`config.mk`:
```
export PLATFORM = sky130hd
export DESIGN_NAME = pc_fetch_unit
export DESIGN_NICKNAME = d
export VERILOG_FILES = /design/src/rtl/pc_fetch_unit.sv
export SDC_FILE = /design/constraint.sdc
export NUM_CORES = 1
export LEC_CHECK = 0
export CORE_MARGIN = 4
export CORE_UTILIZATION = 49
export DETAILED_ROUTE_END_ITERATION = 10
export PLACE_DENSITY = 0.84
export SLEW_MARGIN = 20
export SYNTH_ARGS = -nofsm -noshare
export SYNTH_HDL_FRONTEND = slang
export SYNTH_SLANG_ARGS = --single-unit
```
`constraint.sdc`:
```
create_clock -name CLK -period 4.4 [get_ports CLK]
set_input_delay 0.88 -clock CLK [delete_from_list [all_inputs] [get_ports CLK]]
set_output_delay 0.88 -clock CLK [all_outputs]
set_load 0.02 [all_outputs]
```
`src/rtl/pc_fetch_unit.sv`:
```
// pc_fetch_unit: program counter and icache fetch request with one pending redirect,
// a circular return-address stack for call/return, and a permanent halt.
module pc_fetch_unit #(
    parameter int              PC_W      = 32,
    parameter logic [PC_W-1:0] RESET_PC  = '0,
    parameter int              RAS_DEPTH = 4
) (
    input  logic            CLK,
    input  logic            nRST,
    input  logic            pcWEN,
    input  logic            ihit,
    input  logic            halt,
    input  logic            redir_valid,
    input  logic [PC_W-1:0] redir_target,
    input  logic            redir_call,
    input  logic            redir_ret,
    input  logic [PC_W-1:0] redir_link,
    output logic [PC_W-1:0] iaddr,
    output logic            iREN,
    output logic [PC_W-1:0] npc,
    output logic            pend_valid,
    output logic            ras_empty,
    output logic            halted
);
    localparam int PW = $clog2(RAS_DEPTH);
    localparam int CW = $clog2(RAS_DEPTH + 1);
    localparam logic [PC_W-1:0] MASK = ~PC_W'(3);

    typedef enum logic [1:0] {FETCH, PENDING, HALTED} state_t;

    state_t          state, state_nx;
    logic            live, adv, acc, use_top, push, pop, swap;
    logic [PW-1:0]   ptr, ptr_top;
    logic [CW-1:0]   cnt;
    logic [PC_W-1:0] ras [RAS_DEPTH];
    logic [PC_W-1:0] ptgt, raw, tgt, pc_nx;

    // A halt in the current cycle suppresses both advancing and redirect acceptance.
    always_comb begin
        live    = state != HALTED && !halt;
        adv     = ihit && pcWEN && live;
        acc     = redir_valid && live;
        ptr_top = ptr - PW'(1);
        use_top = redir_ret && cnt != '0;
        raw     = use_top ? ras[ptr_top] : redir_target;
        tgt     = raw & MASK;
        swap    = acc && redir_call && use_top;
        push    = acc && redir_call && !use_top;
        pop     = acc && use_top && !redir_call;
        pc_nx   = redir_valid ? tgt : state == PENDING ? ptgt : iaddr + PC_W'(4);
    end

    always_ff @(posedge CLK or negedge nRST) begin
        if (!nRST) state <= FETCH;
        else       state <= state_nx;
    end

    always_comb begin
        state_nx = (halt || state == HALTED) ? HALTED :
                   (redir_valid && !adv)      ? PENDING :
                   adv                        ? FETCH : state;
    end

    always_comb begin
        iREN       = state != HALTED;
        halted     = state == HALTED;
        pend_valid = state == PENDING;
        ras_empty  = cnt == '0;
        npc        = iaddr + PC_W'(4);
    end

    always_ff @(posedge CLK or negedge nRST) begin
        if (!nRST) begin
            iaddr <= RESET_PC;
            ptgt  <= '0;
            ptr   <= '0;
            cnt   <= '0;
        end else begin
            if (adv) iaddr <= pc_nx;
            if (acc && !adv) ptgt <= tgt;
            if (push) begin
                ptr <= ptr + PW'(1);
                cnt <= (cnt == CW'(RAS_DEPTH)) ? cnt : cnt + CW'(1);
            end else if (pop) begin
                ptr <= ptr_top;
                cnt <= cnt - CW'(1);
            end
        end
    end

    // Stack contents need no reset: the count alone decides what is valid.
    always_ff @(posedge CLK) begin
        if (push)      ras[ptr]     <= redir_link;
        else if (swap) ras[ptr_top] <= redir_link;
    end
endmodule

```
# After elaboration in Yosys (flattened, before gate mapping)
# Memory sizes are Yosys's and may differ from the RTL's.
# Index checks and enable logic that the tools add are counted.
[totals] ff_bits=69 mem_bits_rw=128 in_bits=72 word_cells=58 memories=1
[classes] add_sub_neg=5 n_eq_ne=5 muxes=19 reduce_logical=23
[memory_table] name="ras" words=4 width=32 read_ports=1 rd_ports_with_merged_regs=0 write_ports=1 line="35" source="logic [PC_W-1:0] ras [RAS_DEPTH];"
[op_table] operator="two-way mux 32 bit" n=4
[op_table] operator="adder 32 x 3 -> 32 bit (second input constant)" n=1
[op_table] operator="OR reduction 32 bit" n=1
[op_table] operator="logical AND 1 bit" n=12
[op_table] operator="two-way mux 2 bit" n=6
[op_table] operator="two-way mux 3 bit" n=3
[op_table] operator="two-way mux 1 bit" n=6
[op_table] operator="nonzero test 3 bit" n=2
[op_table] operator="logical NOT 1 bit" n=4
[op_table] operator="!= test 2 bit (second input constant)" n=2
[op_table] operator="adder 3 x 1 -> 3 bit (second input constant)" n=1
[op_table] operator="equality test 3 bit (second input constant)" n=1
[op_table] operator="logical NOT 3 bit" n=1
[op_table] operator="subtractor 3 x 1 -> 3 bit (second input constant)" n=1
[op_table] operator="adder 2 x 1 -> 2 bit (second input constant)" n=1
[op_table] operator="equality test 2 x 1 -> 1 bit (second input constant)" n=1
[op_table] operator="equality test 2 bit (second input constant)" n=1
[op_table] operator="AND reduction 2 bit" n=1
[op_table] operator="nonzero test 2 bit" n=1
[op_table] operator="subtractor 2 x 1 -> 2 bit (second input constant)" n=1
[op_table] operator="logical OR 1 bit" n=1

# Longest topological paths before layout
# Gate-level depths: netlist of run 1.
[depth] word_depth=10 mapped_depth=11 depth_no_buf=9

# Worst setup path after synthesis of run 1
# No wires, ideal clock.
[synth_timing] path_type="input-to-reg" from="input redir_ret" to="memory ras[2][10] (enable)" setup_ps=461 arrival_ps=3669 t_required_ps=3939 path_slack_ps=270 path_stages=4 path_buffers=1 path_cell_list="o31ai_1 > buf_2 > xnor2_1 > nor3b_1"
[synth_via] elab_chain_len=7 elab_cells_between_ends=12 classes_between="mux (7); reduce/logical (5)"
[synth_rtl] element="start, declared" line="16" source="input logic redir_ret,"
[synth_rtl] element="logical AND 1 bit (*)" line="44" source="use_top = redir_ret && cnt != '0;"
[synth_rtl] element="logical AND 1 bit / logical NOT 1 bit (equally long branches)" line="47, 48"
[synth_rtl] element="two-way mux 1 bit / logical AND 1 bit (equally long branches)" line="94, 48"
[synth_rtl] element="two-way mux 1 bit" line="93" source="if (push) ras[ptr] <= redir_link;"
[synth_rtl] element="two-way mux 1 bit (implied by the code)" line="94" source="else if (swap) ras[ptr_top] <= redir_link;"
[synth_rtl] element="OR reduction 32 bit (no source line)"
[synth_rtl] element="two-way mux 2 bit (no source line) / two-way mux 1 bit (equally long branches)"
[synth_rtl] element="end, declared" line="35"
# Mark *: on every way between the ends. The rest lies on a longest branch, timed or not.

# Worst setup path after layout of run 1
[layout_timing] from="register iaddr[2]" to="output npc[30]"
[layout_via] elab_chain_len=1
[layout_rtl] element="start, declared" line="18" source="output logic [PC_W-1:0] iaddr,"
[layout_rtl] element="start signal, assigned" line="79" source="if (adv) iaddr <= pc_nx;"
[layout_rtl] element="adder 32 x 3 -> 32 bit" line="69" source="npc = iaddr + PC_W'(4);"
[layout_rtl] element="end, declared" line="20" source="output logic [PC_W-1:0] npc,"
# Every way passes these cells.

==> out/results.ini, run 1 <==
[power_and_ir_drop]
ir_drop_mv=0.294
power_frac_seq=0.495
switching_share=0.236
p_comb_frac=0.119
power_density_nw_per_um2=366
p_leak_nw=4.08
p_clk_frac=0.386
finalPower_w=0.00400
netSwitchingPower_w=0.000945
intPower_w=0.00306

[layout]
final_cell_mix=clkdlybuf4s50_1, edfxtp_1, nand2_1
final.fill_count=1303
final_common_cell=clkdlybuf4s50_1
layout.nets=880
layout.cells.non_filler=1044
diodes=0
postLayoutCoreUtil=0.625
syn_to_final_growth_pct=23.8
drive_gt1_frac=0.117

[floorplan]
fp.dieW_um=142
start_util=0.505
rows=48
die_area_sq_um=20200
fp.dieH_um=142
io_pins=140
core_sq_um=17500

[place]
dpl.cell_count=1012
portBuffers=131
gp_congestion=0.940
hpwl_mm=15.3

[global_route]
grt_first_pass_wirelength_mm=34.2
grt_start_max_net_pins=39
overflow=0
grt_pass1_vias=6204
grt_antenna_before_repair=0
track_usage=0.219

[logic_synthesis]
synth_cells=685
synthAdderAreaFrac=0.00283
yosys-top-cells-area=edfxtp_1, dfrtp_1, mux4_2
synth_seq_area_share=0.598
synth_ff_type=edfxtp_1
syn_area_sq_um=8830
synth.area.mux_share=0.111
synth_compound_area_frac=0.103
synth-async-reset-ratio=0.358
syn_avg_cell_area_sq_um=12.9
synth.top_cell.area_share=0.408
ys_warn_count=0
synth_top_area_cell=edfxtp_1
yosysUniqueCellTypes=62
synth_edf_count=120
synth_top_family_by_area=simple AND/OR/NAND/NOR gates
ys_seq_elements=187
yosys.area_share.simple=0.117
synth_xor_area_frac=0.0318

[sta]
worstMarginPinSlew_ns=1.06
max_freq_mhz=253
drv_slew=0
whs_ns=0.479
final_hold_viol_count=0
period_needed_ns=3.96
period_share=0.899
totalNegativeSetupSlack_ns=0
rsz0062_at_grt=no
max_slew_margin=0.291
setup_viol=0
finalClockSkew_ns=0.00769

[worst_setup_path]
reg2reg_slack_ns=1.75
r2r-start=ptr[0]
r2r_cells=6
startpoint_type=flip-flop
crit_fanout=8
cp-end-kind=primary output
arrival_ns=3.08
rr_endpoint=iaddr[25]
criticalPathCategory=flip-flop to primary output
required_ns=3.52

[worst_hold_path]
whs_endpoint=ptgt[16]
min_from=ptgt[16]
whs_path_depth=2
min_path_type=flip-flop to flip-flop

[detailed_routing]
vias_per_cell=5.92
drt-initial-drc-count=705
drt-total-wl_mm=21.7
first_pass_iters=5
wire_per_inst_um=20.8
drc=0
vias=6184
drtAntennaViolNets=0

[clocking]
cts_htree_levels=4
clkTransAtPathRegs_ns=0.07
cts_hold_buffers=0
insertion_delay_ns=0.42
cts.sinks=187
cts_tree=yes
clk_path_buf_depth=2
numCtsBuffers=17
cts-resized-gates=0
cts-root-buf=clkbuf_16
post_cts_buffers=0

[outcome]
outcome=finished clean

[flow_run]
maxCapViolCount=0

==> logic make-up (layout without fill, tap and decap cells) <==
logic type               Yosys count  after routing
AO/OA/AOI/OAI                    137            137
buffers and inverters             64            195
adder cells (fa/ha/maj)            2              2
AND/OR/NAND/NOR                  202            202
other                              1              4
XOR/XNOR                          32             32
multiplexers                      60             60
flip-flops                       187            187
==> layer usage <==
metal	vias up	GRT usage	wire (um)
li1	2834	-	-
met1	3044	0.301	9000
met2	277	0.349	10500
met3	29	0.0618	1800
met4	0	0.0556	318
met5	-	0	0
==> power by group through the flow <==
stage	registers [W]	clock network, W	logic, W
detailed placement	0.00202	0	0.000476
global route	0.00199	0.00165	0.000511
global placement	0.00202	0	0.000465
floorplan	0.00201	0	0.000267
finish	0.00198	0.00154	0.000476
CTS	0.00198	0.00157	0.000479
==> synth_stat cells, drive strengths merged, types with 3 or more instances <==
library cell,n
nor3,14
o32a,3
and4,3
nand2,67
edfxtp,120
nor2,42
o22ai,5
o31a,5
nor4,5
o22a,3
nand2b,11
nand4,12
a21o,6
xor2,10
nand3,25
inv,13
a31oi,12
or3,4
buf,24
mux2,3
mux2i,27
a21oi,14
xnor2,22
dfrtp,67
o21ai,48
mux4,30
and2,3
clkbuf,26
o211ai,11
a22o,6
a221o,3
and3,10
==> worst max-delay path, stage by stage (launching register included) <==
cell and delay [ns]:
dfrtp_1 0.48, ha_1 0.26, nand3_2 0.24, nor3_1 0.58, nand4_1 0.27, xnor2_1 0.20
clkdlybuf4s50_1 0.62
==> flip-flops by register name, indices dropped and copies added (netlist names) <==
register  flops
ras         120
iaddr        30
ptgt         30
cnt           3
ptr           2
state         2
==> layout make-up <==
class / instances / area, sq um / share of cell area
Sequential cell: 187 / 5280 / 0.483
Timing Repair Buffer: 150 / 1450 / 0.133
Inverter: 13 / 48.8 / 0.00446
Multi-Input combinational cell: 437 / 3270 / 0.299
Clock inverter: 13 / 164 / 0.0150
Tap cell: 225 / 282 / 0.0258
Clock buffer: 19 / 433 / 0.0396
==> worst max-delay path by stage <==
stage	end	from	cells past startpoint
6_report	npc[30]	iaddr[2]	6
4_1_cts	npc[30]	iaddr[2]	6
3_3_place_gp	npc[30]	iaddr[2]	6
3_5_place_dp	npc[30]	iaddr[2]	6
2_1_floorplan	ras[2][10]	redir_ret	4
5_1_grt	npc[30]	iaddr[2]	6
==> through the flow <==
step           setup WS [ns]  cell area (sq um)
6_report               0.445              10900
3_5_place_dp           0.944              10300
2_1_floorplan          0.270               8840
4_1_cts                0.465              10900
3_3_place_gp            1.10              10300
5_1_grt                0.293              10900
(Power assumes the default switching activity.)
==> inputs of run 2 (changes only) <==
--- a/config.mk
+++ b/config.mk
@@ -6,9 +6,9 @@
 export NUM_CORES = 1
 export LEC_CHECK = 0
 export CORE_MARGIN = 4
-export CORE_UTILIZATION = 49
+export CORE_UTILIZATION = 45
 export DETAILED_ROUTE_END_ITERATION = 10
-export PLACE_DENSITY = 0.84
+export PLACE_DENSITY = 0.78
 export SLEW_MARGIN = 20
 export SYNTH_ARGS = -nofsm -noshare
 export SYNTH_HDL_FRONTEND = slang
==> out/results.ini, run 2 (synthesis gave the netlist of run 1 again) <==
[layout]
syn_to_final_growth_pct=24.6  ; was 23.8%
final.fill_count=1547  ; was 1303
final_common_cell=clkdlybuf4s50_1  ; unchanged
drive_gt1_frac=0.124  ; was 0.117
final_cell_mix=clkdlybuf4s50_1, edfxtp_1, nand2_1  ; unchanged
reg_top3=ras x120, iaddr x30, ptgt x30  ; unchanged
largest_reg_flops=120  ; unchanged
layout.nets=882  ; was 880
top_register=ras  ; unchanged
final_cell_area_sq_um=11000  ; was 10900 sq um
diodes=0  ; unchanged

[power_and_ir_drop]
ir_drop_mv=0.253  ; was 0.294 mV
p_leak_nw=4.09  ; was 4.08 nW
finalPower_w=0.00400  ; about the same
power_density_nw_per_um2=364  ; was 366 nW/um^2

[global_route]
overflow=0  ; unchanged
grt_first_pass_wirelength_mm=34.8  ; was 34.2 mm
track_usage=0.206  ; was 0.219
grt_antenna_before_repair=0  ; unchanged
grt_start_max_net_pins=44  ; was 39
grt_pass1_vias=6134  ; was 6204

[floorplan]
die_area_sq_um=21900  ; was 20200 sq um
fp.dieW_um=148  ; was 142 um
io_pins=140  ; unchanged
core_sq_um=19000  ; was 17500 sq um
rows=50  ; was 48
start_util=0.464  ; was 0.505
fp.dieH_um=148  ; was 142 um

[outcome]
outcome=finished clean  ; unchanged

[detailed_routing]
drc=0  ; unchanged
first_pass_iters=5  ; unchanged
vias_per_cell=5.79  ; was 5.92
wire_per_inst_um=20.7  ; was 20.8 um
drt-total-wl_mm=22.4  ; was 21.7 mm
vias=6260  ; was 6184
drtAntennaViolNets=0  ; unchanged
drt-initial-drc-count=704  ; was 705

[worst_setup_path]
criticalPathCategory=flip-flop to primary output  ; unchanged
arrival_ns=3.00  ; was 3.08 ns
crit_fanout=9  ; was 8
cp-end-kind=primary output  ; unchanged
startpoint_type=flip-flop  ; unchanged
required_ns=3.52  ; about the same

[sta]
setup_viol=0  ; unchanged
period_needed_ns=3.88  ; was 3.96 ns
totalNegativeSetupSlack_ns=0  ; unchanged
rsz0062_at_grt=no  ; unchanged
drv_slew=0  ; unchanged
max_freq_mhz=258  ; was 253 MHz
whs_ns=0.437  ; was 0.479 ns
worstMarginPinSlew_ns=0.891  ; was 1.06 ns
max_slew_margin=0.406  ; was 0.291
finalClockSkew_ns=0.00904  ; was 0.00769 ns
period_share=0.882  ; was 0.899
timing.final.ws_setup_ns=0.520  ; was 0.445 ns
final_hold_viol_count=0  ; unchanged

[flow_run]
maxCapViolCount=0  ; unchanged

[clocking]
cts_htree_levels=4  ; unchanged
clkTransAtPathRegs_ns=0.07  ; about the same
cts.sinks=187  ; unchanged
cts_hold_buffers=0  ; unchanged
clk_path_buf_depth=2  ; unchanged
cts_tree=yes  ; unchanged
numCtsBuffers=17  ; unchanged
cts-resized-gates=0  ; unchanged
post_cts_buffers=0  ; unchanged
insertion_delay_ns=0.44  ; was 0.42 ns
cts-root-buf=clkbuf_16  ; unchanged

[place]
hpwl_mm=16.0  ; was 15.3 mm
gp_congestion=0.909  ; was 0.940
portBuffers=131  ; unchanged
dpl_cell_area_sq_um=10400  ; was 10300 sq um
pre_cts_slack_ns=0.930  ; was 0.944 ns

[worst_hold_path]
min_path_type=input pin to asynchronous set/reset pin  ; was flip-flop to flip-flop

[run 2: final timing paths]
path | start | to | slack, ns | cells after the start
max in group asynchronous | nRST | ptgt[30] | 2.97 | 2
worst min-delay path | nRST | iaddr[10] | 0.44 | 1
worst max-delay path | iaddr[11] | npc[30] | 0.52 | 5
worst max register to register | ptr[0] | ras[1][27] | 1.77 | 4
worst min register to register | ptgt[8] | ptgt[8] | 0.48 | 2
min in group CLK | ptgt[8] | ptgt[8] | 0.48 | 2
[run 2: power breakdown]
group          internal, W  switching [W]
Combinational     0.000243       0.000236
Sequential         0.00192      0.0000676
Clock             0.000815       0.000727
[run 2: per-layer routing]
metal	up-vias	GRT usage	share of wire
met4	0	0.0624	0.017
li1	2846	-	-
met1	3099	0.291	0.43
met2	283	0.322	0.47
met5	-	0	0
met3	32	0.0466	0.084
[run 2: metrics by stage]
stage               utilization  instances
global placement          0.547       1049
finish                    0.578       1081
CTS                       0.578       1081
global route              0.578       1081
floorplan                     -        688
detailed placement        0.547       1049
[run 2: area by class of cell]
type                            instances  area [sq um]  area share
Clock inverter                         15           169      0.0154
Inverter                               13          48.8     0.00444
Multi-Input combinational cell        437          3270       0.298
Clock buffer                           17           425      0.0387
Timing Repair Buffer                  152          1480       0.134
Tap cell                              260           325      0.0296
Sequential cell                       187          5280       0.480
[run 2: critical path, cell delays in order (launching register included)]
cell and delay [ns]:
dfrtp_1 0.54, nand4_1 0.35, nor3_1 0.61, nand4_1 0.25
xnor2_1 0.19, clkdlybuf4s50_1 0.62
==> edit 1, RTL diff (settings of run 1) <==
Set the parameter `RAS_DEPTH` to 8 (it was 4).
--- a/src/rtl/pc_fetch_unit.sv
+++ b/src/rtl/pc_fetch_unit.sv
@@ -4,5 +4,5 @@
     parameter int              PC_W      = 32,
     parameter logic [PC_W-1:0] RESET_PC  = '0,
-    parameter int              RAS_DEPTH = 4
+    parameter int              RAS_DEPTH = 8
 ) (
     input  logic            CLK,
Behaviour: no difference found for any inputs over 4 cycles, from zero or initial values and one cycle with nRST low; that may be too few to reach the edited logic, so the function may still have changed.
==> edit 1 against run 1 <==
- synthesized area up 54%
- first-iteration DRC count grew 59%
- sequential cell count increased by 122
- critical endpoint is now npc[18]
- routed wire length grew 62%
- synthesized cell count grew 40%
- critical path type unchanged
- final area grew 50%
- die area increased by 51%
- worst setup slack got worse by 0.26 ns
- total power rose by 72%
- register-to-register slack lost 1.2 ns
==> edit 1: results (changes against run 1) <==
| Metric | Value |
|---|---|
| TritonRoute pass-1 iters | `8 (+3)` |
| Total number of multi-input combinational cells | `579 (+32%)` |
| Largest cells by area after synthesis | `sky130_fd_sc_hd__edfxtp_1 (53%), sky130_fd_sc_hd__dfrtp_1 (13%), sky130_fd_sc_hd__mux4_2 (9.9%)` |
| Wire length of the first global-routing pass | `54.0 mm (+58%)` |
| Slew Limit Headroom | `31.6% (+2.5 points)` |
| Met3 wire len | `3.34 mm (+85%)` |
| M1 GR Usage | `32.0% (+1.9 points)` |
| Arr. time, crit path | `3.34 ns (+0.26 ns)` |
| Inverter count of the layout excluding clock inverters | `15 (+2)` |
| Initial antenna violation count | `1 (+1)` |
| Number of clock sinks | `309 (+65%)` |
| Total instance count after detailed placement | `1439 (+42%)` |
| Cts bufs inserted | `31 (+14)` |
| Placed cell areas | `0.0154 sq mm (+49%)` |
| Met2 track utilization from global routing | `37.3% (+2.4 points)` |
| Share of cell area taken by multi-input logic gates | `26.8% (-3.2 points)` |
| Clock tree buffer count of the final layout | `33 (+14)` |
| Critical-path top delay cell | `sky130_fd_sc_hd__nor4_1` |
| Worst path max stage delay | `0.76 ns (+0.14 ns)` |
| Result of the run | `finished, final reports clean` |
| Area occupied by registers | `0.00894 sq mm (+69%)` |
| Max H-tree Level | `1 (-3)` |
| Worst setup skew after layout | `0.0152 ns (+0.00753 ns)` |
| Placement Setup Slack | `0.657 ns (-0.287 ns)` |
| Kind of path behind the tightest hold check | `in2async` |
| Leakage power of the design | `5.80 nW (+42%)` |
| Final estimated routing congestion in global placement | `0.977 (+3.9%)` |
| Synth top cells by count | `sky130_fd_sc_hd__edfxtp_1 (240), sky130_fd_sc_hd__nand2_1 (146), sky130_fd_sc_hd__dfrtp_1 (69)` |
| Internal portion of total power | `5.09 mW (+67%)` |
| Buffer count excluding the clock tree in the final layout | `164 (+9.3%)` |
| Maximum VDD drop | `0.331 mV (+13%)` |
## edit 1: cell types whose count changed after synthesis, moves of 14 or more
cell / delta
sky130_fd_sc_hd__mux4_2: +30
sky130_fd_sc_hd__clkbuf_1: +15
sky130_fd_sc_hd__edfxtp_1: +120
sky130_fd_sc_hd__nand2_1: +79
sky130_fd_sc_hd__mux2i_1: -14
sky130_fd_sc_hd__nor2_1: +17
## edit 1: kinds of logic (layout without fill, tap and decap cells)
| group | after synthesis | in the layout | share of synthesized area, % |
|---|---|---|---|
| DFF | 309 | 309 | 65.7 |
| and+or+nand+nor | 300 | 300 | 9.93 |
| muxes | 77 | 77 | 11.2 |
| adders and majority gates | 5 | 5 | 0.460 |
| buffers and inverters | 77 | 236 | 2.44 |
| other | 1 | 5 | 0.0276 |
| xor gates and xnor gates | 30 | 30 | 1.99 |
| AOI/OAI and AO/OA | 163 | 163 | 8.24 |
## edit 1: power groups by stage
stage	registers [mW]	logic (mW)	clock network, mW
after global placement	3.37	1.04	0
after CTS	3.31	1.09	2.51
final	3.32	1.08	2.48
after detailed placement	3.37	1.07	0
after floorplan	3.36	0.651	0
after global routing	3.33	1.17	2.65
## edit 1: path summary, 6_finish.rpt
check / start / to / slack, ns / depth (start not counted)
worst max-delay path: iaddr[2] / npc[18] / 0.18 / 6
worst min-delay path: nRST / ptgt[19] / 0.40 / 1
worst max register to register: ptr[0] / iaddr[27] / 0.58 / 8
worst min register to register: ptgt[12] / ptgt[12] / 0.47 / 2
max in group asynchronous: nRST / ptgt[8] / 3.00 / 2
min in group CLK: ptgt[12] / ptgt[12] / 0.47 / 2
==> edit 2, RTL diff (settings of run 1) <==
Made on the original files. Register the input `redir_target` before use, with the module's reset. The logic sees it one clock later. The other inputs are not delayed to match.
--- a/src/rtl/pc_fetch_unit.sv
+++ b/src/rtl/pc_fetch_unit.sv
@@ -29,4 +29,14 @@
     typedef enum logic [1:0] {FETCH, PENDING, HALTED} state_t;
 
+    logic [PC_W-1:0] redir_target_q;
+
+    always_ff @(posedge CLK or negedge nRST) begin
+        if (!nRST) begin
+            redir_target_q <= '0;
+        end else begin
+            redir_target_q <= redir_target;
+        end
+    end
+
     state_t          state, state_nx;
     logic            live, adv, acc, use_top, push, pop, swap;
@@ -43,5 +53,5 @@
         ptr_top = ptr - PW'(1);
         use_top = redir_ret && cnt != '0;
-        raw     = use_top ? ras[ptr_top] : redir_target;
+        raw     = use_top ? ras[ptr_top] : redir_target_q;
         tgt     = raw & MASK;
         swap    = acc && redir_call && use_top;
Function: changed (a bounded check fails within 4 cycles, from zero or initial values and one cycle with nRST low).
==> edit 2 against run 1 <==
- clock skew increased by 0.0055 ns
- worst setup slack got worse by 0.0033 ns
- total power increased by 25%
- utilization rose by 0.21 points
- final area is 7.7% higher
- sequential cell count is 30 higher
- routed wire length increased by 3.5%
- synthesized area rose by 6.3%
==> edit 2: results (changes against run 1) <==
| Metric | Value |
|---|---|
| Result of the run | `finished, final reports clean` |
| Power share of the combinational group | `12.3% (+0.4 points)` |
| Area occupied by registers | `0.00603 sq mm (+14%)` |
| Multi-input logic area | `0.00313 sq mm (-4.3%)` |
| Share of synthesized flip-flops with an asynchronous set or reset | `44.7% (+8.9 points)` |
| Total number of multi-input combinational cells | `407 (-6.9%)` |
| Total half-perimeter wirelength after legalization and detailed placement | `15.0 mm (-2.2%)` |
| Final Net Count | `883 (+0.34%)` |
| Number of buffers on the longest clock path | `3 (+1)` |
| Peak fanout along the critical path | `12 (+4)` |
| Met2 track utilization from global routing | `34.2% (-0.64 points)` |
| Minimum setup slack among reg-to-reg paths | `1.65 ns (-0.10 ns)` |
| Worst setup skew after layout | `0.0132 ns (+0.00552 ns)` |
| Wire length reported by the detailed router | `22.4 mm (+3.5%)` |
| Max H-tree Level | `1 (-3)` |
| Maximum VDD drop | `0.337 mV (+15%)` |
| Placement Setup Slack | `1.02 ns (+0.0708 ns)` |
| Buffer count excluding the clock tree in the final layout | `149 (-0.67%)` |
| Clock period minus worst slack | `3.96 ns (+0.00326 ns)` |
| Compound-gate portion of the synthesized area | `8.38% (-2.0 points)` |
| WL met1 | `8.82 mm (-1.9%)` |
| Maximum number of pins on one net before global-route repair | `79 (+100%)` |
| Proportion of synthesized chip area in sequential cells | `64.3% (+4.5 points)` |
| Worst path max stage delay | `0.66 ns (+0.04 ns)` |
| Data-path buffer share of cell area in the final layout | `12.4% (-0.86 points)` |
==> edit 2: changes by cell type after synthesis, sizes merged, moves of 6 or more <==
cell / run 1 / this run
nor2: 42 / 30
o221ai: 2 / 15
xnor2: 22 / 28
o211ai: 11 / 5
a31oi: 12 / 3
a311o: 0 / 6
nand2: 67 / 75
dfrtp: 67 / 97
buf: 24 / 18
==> edit 2: path summary, 6_finish.rpt <==
check | start | to
max in group asynchronous | nRST | redir_target_q[6]
hold reg to reg | ptgt[31] | ptgt[31]
min in group CLK | ptgt[31] | ptgt[31]
hold / removal | nRST | redir_target_q[21]
setup reg to reg | ptr[0] | iaddr[22]
setup / recovery | iaddr[2] | npc[22]
==> edit 2: stage by stage <==
step / instance area [sq um] / util (%) / power (mW)
after floorplan: 9390 / - / 2.67
after global placement: 11000 / 58.4 / 2.95
after detailed placement: 11000 / 58.4 / 2.97
after CTS: 11800 / 62.7 / 5.02
after global routing: 11800 / 62.8 / 5.17
final: 11800 / 62.8 / 4.99
